[src/rtl/alu_result_decoder_if.sv]
// alu_result_decoder_if: ALU result handshake and display outputs between producer and decoder
interface alu_result_decoder_if;
  logic       in_valid;
  logic       in_ready;
  logic [2:0] op;
  logic [3:0] result;
  logic       overflow;
  logic       zero;
  logic       carry;
  logic [6:0] seg_sign;
  logic [6:0] seg_val;
  logic [2:0] led_flags;
  logic       busy;
  modport master (
    output in_valid, op, result, overflow, zero, carry,
    input  in_ready, seg_sign, seg_val, led_flags, busy
  );
  modport slave (
    input  in_valid, op, result, overflow, zero, carry,
    output in_ready, seg_sign, seg_val, led_flags, busy
  );
endinterface

[src/rtl/alu_result_decoder.sv]
// alu_result_decoder: captures one ALU result per handshake and drives seven-segment/LED display with overflow blink
module alu_result_decoder #(
  parameter int BLINK_DIV = 25000000,
  parameter int ERR_HOLD  = 4
) (
  input logic                 clk,
  input logic                 rst_n,
  alu_result_decoder_if.slave bus
);
  localparam int HW = $clog2(ERR_HOLD + 1);
  localparam int BW = $clog2(BLINK_DIV);
  localparam logic [6:0] SEG_BLANK = 7'b1111111;
  localparam logic [6:0] SEG_MINUS = 7'b0111111;
  localparam logic [6:0] SEG_E     = 7'b0000110;
  localparam logic [6:0] SEG_LUT [16] = '{
    7'b1000000, 7'b1111001, 7'b0100100, 7'b0110000,
    7'b0011001, 7'b0010010, 7'b0000010, 7'b1111000,
    7'b0000000, 7'b0010000, 7'b0001000, 7'b0000011,
    7'b1000110, 7'b0100001, 7'b0000110, 7'b0001110
  };
  typedef enum logic [1:0] {IDLE, SHOW, ERR} state_e;
  state_e        state_q;
  logic [HW-1:0] hold_q;
  logic [BW-1:0] blink_q;
  logic [6:0]    seg_sign_q, seg_val_q;
  logic [2:0]    led_q;
  logic          fire, arith, ovf_err;
  logic [3:0]    mag, digit;
  logic [6:0]    sign_d, val_d;
  logic [2:0]    led_d;
  always_comb begin
    fire    = bus.in_valid & bus.in_ready;
    arith   = bus.op[2:1] == 2'b00;
    ovf_err = arith & bus.overflow;
    mag     = bus.result[3] ? ~bus.result + 4'd1 : bus.result;
    digit   = arith ? mag : bus.op[2:1] == 2'b11 ? {3'b000, bus.result[0]} : bus.result;
    sign_d  = arith & ~bus.overflow & bus.result[3] ? SEG_MINUS : SEG_BLANK;
    val_d   = ovf_err ? SEG_E : SEG_LUT[digit];
    led_d   = arith ? {bus.overflow, bus.carry, bus.zero} : 3'b000;
  end
  always_ff @(posedge clk) begin
    if (!rst_n) begin
      state_q    <= IDLE;
      hold_q     <= '0;
      blink_q    <= '0;
      seg_sign_q <= SEG_BLANK;
      seg_val_q  <= SEG_BLANK;
      led_q      <= 3'b000;
    end else if (fire) begin
      state_q    <= ovf_err ? ERR : SHOW;
      hold_q     <= ovf_err ? HW'(ERR_HOLD) : '0;
      blink_q    <= '0;
      seg_sign_q <= sign_d;
      seg_val_q  <= val_d;
      led_q      <= led_d;
    end else if (state_q == ERR) begin
      hold_q    <= hold_q != '0 ? hold_q - 1'b1 : hold_q;
      blink_q   <= blink_q == BW'(BLINK_DIV - 1) ? '0 : blink_q + 1'b1;
      // flip the digit once per full half-period
      seg_val_q <= blink_q == BW'(BLINK_DIV - 1) ? (seg_val_q == SEG_E ? SEG_BLANK : SEG_E) : seg_val_q;
    end
  end
  assign bus.in_ready  = hold_q == '0;
  assign bus.busy      = hold_q != '0;
  assign bus.seg_sign  = seg_sign_q;
  assign bus.seg_val   = seg_val_q;
  assign bus.led_flags = led_q;
endmodule

[src/flat_wrapper.sv]
// flat-port wrapper written by rule: the top's interface ports become plain ports
module alu_result_decoder_flat 
#(
  parameter int BLINK_DIV = 25000000,
  parameter int ERR_HOLD  = 4
)
  (clk, rst_n, bus_in_valid, bus_op, bus_result, bus_overflow, bus_zero, bus_carry, bus_in_ready, bus_seg_sign, bus_seg_val, bus_led_flags, bus_busy);
  alu_result_decoder_if bus_i ();
  input logic clk;
  input logic rst_n;
  input wire logic [$bits(bus_i.in_valid)-1:0] bus_in_valid;
  input wire logic [$bits(bus_i.op)-1:0] bus_op;
  input wire logic [$bits(bus_i.result)-1:0] bus_result;
  input wire logic [$bits(bus_i.overflow)-1:0] bus_overflow;
  input wire logic [$bits(bus_i.zero)-1:0] bus_zero;
  input wire logic [$bits(bus_i.carry)-1:0] bus_carry;
  output wire logic [$bits(bus_i.in_ready)-1:0] bus_in_ready;
  output wire logic [$bits(bus_i.seg_sign)-1:0] bus_seg_sign;
  output wire logic [$bits(bus_i.seg_val)-1:0] bus_seg_val;
  output wire logic [$bits(bus_i.led_flags)-1:0] bus_led_flags;
  output wire logic [$bits(bus_i.busy)-1:0] bus_busy;
  assign bus_i.in_valid = bus_in_valid;
  assign bus_i.op = bus_op;
  assign bus_i.result = bus_result;
  assign bus_i.overflow = bus_overflow;
  assign bus_i.zero = bus_zero;
  assign bus_i.carry = bus_carry;
  assign bus_in_ready = bus_i.in_ready;
  assign bus_seg_sign = bus_i.seg_sign;
  assign bus_seg_val = bus_i.seg_val;
  assign bus_led_flags = bus_i.led_flags;
  assign bus_busy = bus_i.busy;
  alu_result_decoder #(.BLINK_DIV(BLINK_DIV), .ERR_HOLD(ERR_HOLD)) u_core (.clk(clk), .rst_n(rst_n), .bus(bus_i));
endmodule
[config.mk]
export PLATFORM = sky130hd
export DESIGN_NAME = alu_result_decoder_flat
export DESIGN_NICKNAME = d
export VERILOG_FILES = /design/src/rtl/alu_result_decoder_if.sv /design/src/rtl/alu_result_decoder.sv /design/src/flat_wrapper.sv
export SDC_FILE = /design/constraint.sdc
export NUM_CORES = 1
export LEC_CHECK = 0
export CORE_ASPECT_RATIO = 1.2
export CORE_MARGIN = 5
export CORE_UTILIZATION = 45
export DETAILED_ROUTE_END_ITERATION = 10
export GPL_TIMING_DRIVEN = 0
export PLACE_DENSITY = 0.68
export SLEW_MARGIN = 0
export SYNTH_ARGS = -nofsm -noshare
export SYNTH_HDL_FRONTEND = slang
export SYNTH_SLANG_ARGS = --single-unit
[constraint.sdc]
create_clock -name clk -period 2.9 [get_ports clk]
set_input_delay 0.87 -clock clk [delete_from_list [all_inputs] [get_ports clk]]
set_output_delay 0.87 -clock clk [all_outputs]
set_load 0.02 [all_outputs]
After elaboration in Yosys (flattened, before gate mapping)
Memories as Yosys holds them, arrays and structs flattened.
Index checks and enable logic that the tools add are counted.
- ROM bits: 112
- memories kept: 1
- register bits after elaboration: 47
- output and inout port bits: 19
- input bits: 13
- logic and storage cells: 50
- memories (memory ; words ; width ; rd ports ; clocked after Yosys merged registers in ; wr ports ; RTL line ; RTL):
    (name not given) ; 16 ; 7 ; 1 ; 0 ; 0 ; alu_result_decoder.sv:38 ; val_d = ovf_err ? SEG_E : SEG_LUT[digit];
- magnitude comparators: 1
- reductions and logical operators: 9
- bitwise logic cells: 8
- muxes and demuxes: 18
- eq/ne operators: 4
- $add $sub $neg: 3
- operators by type and width (cell ; number):
    $mux 7 ; 8
    $add 25x1->25 const B ; 1
    $eq 25x25->1 const B ; 1
    $mux 25 ; 1
    $mux 3 ; 5
    $mux 4 ; 3
    $eq 7x3->1 const B ; 1
    $reduce_bool 2->1 ; 3
    $ge 5x5->1 const B ; 1
    $not 4->5 ; 1
    $add 4x1->4 const B ; 1
    $and 1x1->1 ; 4
    $eq 2x2->1 const B ; 2
    $not 4->4 ; 1
    $reduce_and 2->1 ; 2
    $logic_not 3->1 ; 1
    $reduce_bool 3->1 ; 1
    $sub 3x1->3 const B ; 1
    $logic_not 2->1 ; 1
    $mux 2 ; 1
    $not 1->1 ; 2
    $reduce_or 2->1 ; 1

Logic depth before layout (Yosys ltp)
Gate-level depths: netlist (run 1).
- depth after elaboration: 10
- depth in mapped cells: 10
- depth with buffers taken out: 10

Least setup slack after synthesis (run 1)
No wires, ideal clock.
- path type: input port to flip-flop
- start: input port bus_result[0]
- end: register u_core.seg_val_q[3], in the netlist u_core.bus.seg_val[3]
- stages on the path: 9
- arrival: 2.626 ns
- slack: 0.151 ns
- path through: inv_1 > ha_1 > or4b_1 > a21oi_2 > or2_1 > buf_4 > mux4_2 > nand2b_1 > a21oi_1
- longest elaborated chain between the ends: 10
- elaborated cells on any way between the ends: 11
- RTL lines (what ; RTL line ; RTL):
    start, declared ; flat_wrapper.sv:13 ; input wire logic [$bits(bus_i.result)-1:0] bus_result;
    $not 4->4 ; alu_result_decoder.sv:35 ; mag = bus.result[3] ? ~bus.result + 4'd1 : bus.result;
    $add 4x1->4 ; alu_result_decoder.sv:35 ;
    $mux 4 ; alu_result_decoder.sv:35 ;
    $mux 4 * ; alu_result_decoder.sv:36 ; digit = arith ? mag : bus.op[2:1] == 2'b11 ? {3'b000, bus.result[0]} : bus.result;
    $not 4->5 (not written as such) * ; alu_result_decoder.sv:38 ;
    $mem_v2 16x7 * ; n/a ;
    $mux 7 (not written as such) * (2 in a row) ; alu_result_decoder.sv:38 ;
    $mux 7 * ; alu_result_decoder.sv:38 ;
    $mux 7 * ; alu_result_decoder.sv:49 ; end else if (fire) begin
    end signal, assigned ; alu_result_decoder.sv:54 ; seg_val_q <= val_d;
    end signal, assigned ; alu_result_decoder.sv:60 ; seg_val_q <= blink_q == BW'(BLINK_DIV - 1) ? (seg_val_q == SEG_E ? SEG_BLANK : SEG_E) : seg_val_q;
    end, declared ; alu_result_decoder.sv:25 ; logic [6:0] seg_sign_q, seg_val_q;
Mark *: on every way between the ends. The rest lies on a longest branch, timed or not. The select of a mux whose other input is x is not followed.
A chain may end at the register's enable or synchronous reset.

Worst setup path after layout (run 1)
- start: input port bus_result[3]
- end: register u_core.seg_val_q[3], in the netlist u_core.bus.seg_val[3]
The elaborated chain is that of the path after synthesis.

==> results of run 1 <==
## cell type report
class	instances	area share [%]
inverter	9	1.35
timing repair buffer	25	9.82
sequential	40	31.9
clock buffer	5	2.74
buffer	15	3.89
multi-input combinational	190	47.4
tap	58	2.89
## through the flow
step	util, %	hold WS, ps
detailed placement	53.2	443
global route	55.0	479
CTS	55.0	452
global placement	53.2	440
floorplan	-	432
finish	55.0	452
## per-layer routing
metal	track usage (%)	part of all wire (%)	routed length, um	vias up
met5	0	0	0	-
met4	4.62	0.85	36	0
met3	3.71	4.5	189	2
met2	26.8	53	2230	33
met1	16.2	42	1780	834
li1	-	-	-	921
## cells by family (layout without fill, tap and decap cells)
logic type               count (synthesis)  after routing  synth area share (%)
adder cells (fa/ha/maj)                  7              7                  4.18
flip-flops                              40             40                  38.2
multiplexers                             3              3                  2.03
buffers and inverters                   24             54                  6.09
AND/OR/NAND/NOR                        118            118                  28.8
AO/OA/AOI/OAI                           31             31                  10.1
XOR/XNOR                                25             25                  10.4
other                                    1              6                 0.179
## power by group through the flow
stage	Sequential, W	Clock (W)	Combinational, W
2_1_floorplan	0.000619	0	0.000130
5_1_grt	0.000593	0.000354	0.000265
4_1_cts	0.000590	0.000333	0.000243
3_5_place_dp	0.000603	0	0.000240
6_report	0.000590	0.000324	0.000240
3_3_place_gp	0.000602	0	0.000239
## flip-flops by register name, summed over array words and instances (netlist names)
signal / flops
u_core.bus.led_flags: 2
u_core.hold_q: 3
u_core.blink_q: 25
u_core.bus.seg_sign: 1
u_core.state_q: 2
u_core.bus.seg_val: 7
## what timing repair did
item | 4_1_cts | 5_1_grt
resized for setup | 6 | 3
endpoints found under the setup margin | 6 | 5
gates cloned | 0 | 0
buffers inserted | 1 | 0
pin swaps | 3 | 0
## path summary, 6_finish.rpt
| path | startpoint | endpoint | slack (ps) |
|---|---|---|---|
| worst min-delay path | u_core.bus.led_flags[0] | u_core.bus.led_flags[0] | 450 |
| worst max-delay path | bus_result[3] | u_core.bus.seg_val[3] | 120 |
| worst max register to register | u_core.blink_q[0] | u_core.blink_q[24] | 770 |
| worst min register to register | u_core.bus.led_flags[0] | u_core.bus.led_flags[0] | 450 |
## cell usage in the layout, fill, tap and decap left out, types with 2 or more instances in the layout
master	netlist	final
inv_1	9	8
nor3b_1	2	2
mux2i_1	2	2
nand3_1	15	15
nor3_1	2	2
clkdlybuf4s50_1	0	20
nor2b_1	2	2
and2_1	4	4
o21ai_0	6	6
buf_2	3	3
and3_1	6	6
xnor2_1	8	8
conb_1	1	6
nand4b_1	3	3
o22a_1	2	2
nand2b_1	2	2
or4_1	2	2
nor4_1	2	2
clkbuf_8	0	5
nor2_1	37	37
nand4_1	5	5
a31oi_1	2	2
nand2_1	24	24
ha_1	7	7
xor2_1	17	17
dlymetal6s2s_1	0	2
clkbuf_1	3	3
a21oi_1	9	9
dfxtp_1	40	40
buf_4	9	9
a311oi_1	2	2
## critical path, delay by kind of cell
| family | cells | cell delay [ps] |
|---|---|---|
| AND/OR/NAND/NOR | 3 | 700 |
| buffers and inverters | 2 | 650 |
| multiplexers | 1 | 480 |
| AO/OA/AOI/OAI | 2 | 240 |
==> flow_summary.toml, run 1 <==
[synthesis]
synth-seq-cells = 40
synthTopCellsByArea = "dfxtp_1 38%, xor2_1 7.1%, nor2_1 6.6%, nand2_1 4.3%, ha_1 4.2%"
syn-cell-area_um2 = 2100
avgSynthCellArea_um2 = 8.42
synth_commonest_cells = "40 x dfxtp_1, 37 x nor2_1, 24 x nand2_1, 17 x xor2_1, 15 x nand3_1"
synth-async-reset-ratio_pct = 0
synth_edf_count = 0
yosysMostFrequentCell = "dfxtp_1"
ys_warn_count = 0
synth_top_area_share_pct = 38.2
synth_area_leader_cell = "dfxtp_1"
synth_cell_type_count = 51
seq_area_frac_synth_pct = 38.2
syn_inst = 249
synthFlopType = "dfxtp_1"

[cells_and_area]
multi_input_area_um2 = 1190
seqCellArea_um2 = 801
final_cell_count_no_fill = 342
n_antenna_cell = 0
design_area_um2 = 2510
syn2layout_area_growth_pct = 19.8
num-nets-final = 306
drive_above_1_share_pct = 9.86
fill_cells = 453

[timing]
hold_viol = 0
grt_setup_unrepaired = "false"
layout_setup_ws_ps = 122
fin_crit_sh_pct = 95.8
finalSetupViolCount = 0
relSlewSlack_pct = 37.5
skew_ps = 4.66
worst_slew_pin_slew_ps = 928
fin_crit_ps = 2780
max_freq_mhz = 360
finalSetupTns_ps = 0
drv_slew = 0

[setup_path]
critPathMaxFanout = 6
worstPathArrival_ps = 2940
r2r_cells = 6
path_cells = "clkdlybuf4s50_1, or4b_4, a21oi_2, or2_1, buf_6, mux4_2, nand2b_1, a21oi_1"
crit_type = "input port to register"
cp.required_ps = 3060
critical_path.startpoint_type = "input port"
critical-path-max-stage-delay_ps = 550
worstSetupEndpointType = "register"
crit_slowest_cell = "clkdlybuf4s50_1"

[clock_tree]
cts.sinks = 40
cts_root_buf = "clkbuf_8"
htree_levels = 2
cts_tree = "done"
clock_path_buffers = 2
cts_made_buffers = 5
clk_pin_slew_ps = 70
cts_hold_buf = 0
clk_latency_ps = 280

[placement]
dp_slack_ps = -643
gp_congestion = 0.853
dp.cells = 336
io_buffers = 24
dpl-instance-area_um2 = 2430
dp_hpwl_um = 3280

[power_and_ir_drop]
finalPower_w = 0.00115
p_clk_share_pct = 28.1
p_int_w = 0.000839
cellLeakagePower_nw = 0.978
pwr_density_cell_nw_per_um2 = 460
swShare_pct = 27.3
seq_power_share_pct = 51.1
p_sw_w = 0.000316
irDropWorstVdd_mv = 0.213
combPwrFrac_pct = 20.8

[detailed_routing]
drtIter0Drc = 72
first_pass_iters = 4
antenna_left = 0
finalWirelength_um = 4240
vias = 1790
avgRoutedWirePerCell_um = 12.4
drc_errors = 0
viasPerCell = 5.23

[global_routing]
grt_overflow_total = 0
grt_pass1_wl_um = 7330
grt_pass1_vias = 1735
grt_max_degree = 11
antenna_found_initial = 0
track_usage_pct = 14.6

[floorplanning]
start_util_pct = 46.0
die_y_um = 84.8
die_area_um2 = 6130
core_area_um2 = 4560
rows = 27
io_pins = 32
die_x_um = 72.3

[hold_path]
min_delay_path_depth = 2
hold_class = "register to register"

[flow_run]
maxCapViolCount = 0

[run_status]
status = "complete, no violations"
No activity file was read; power rests on OpenSTA's default activity.
==> inputs of run 2 (changes only) <==
--- a/config.mk
+++ b/config.mk
@@ -5,6 +5,8 @@
 export SDC_FILE = /design/constraint.sdc
 export NUM_CORES = 1
 export LEC_CHECK = 0
+export ABC_CLOCK_PERIOD_IN_PS = 2900
+export CAP_MARGIN = 20
 export CORE_ASPECT_RATIO = 1.2
 export CORE_MARGIN = 5
 export CORE_UTILIZATION = 45
==> results of run 2 <==
Same layout as run 1: the final DEF is identical, and so are final timing and power.
==> inputs of run 3 (changes only) <==
--- a/config.mk
+++ b/config.mk
@@ -13,7 +13,6 @@
 export DETAILED_ROUTE_END_ITERATION = 10
 export GPL_TIMING_DRIVEN = 0
 export PLACE_DENSITY = 0.68
-export SLEW_MARGIN = 0
 export SYNTH_ARGS = -nofsm -noshare
 export SYNTH_HDL_FRONTEND = slang
 export SYNTH_SLANG_ARGS = --single-unit
==> results of run 3 <==
Same layout as run 1: the final DEF is identical, and so are final timing and power.
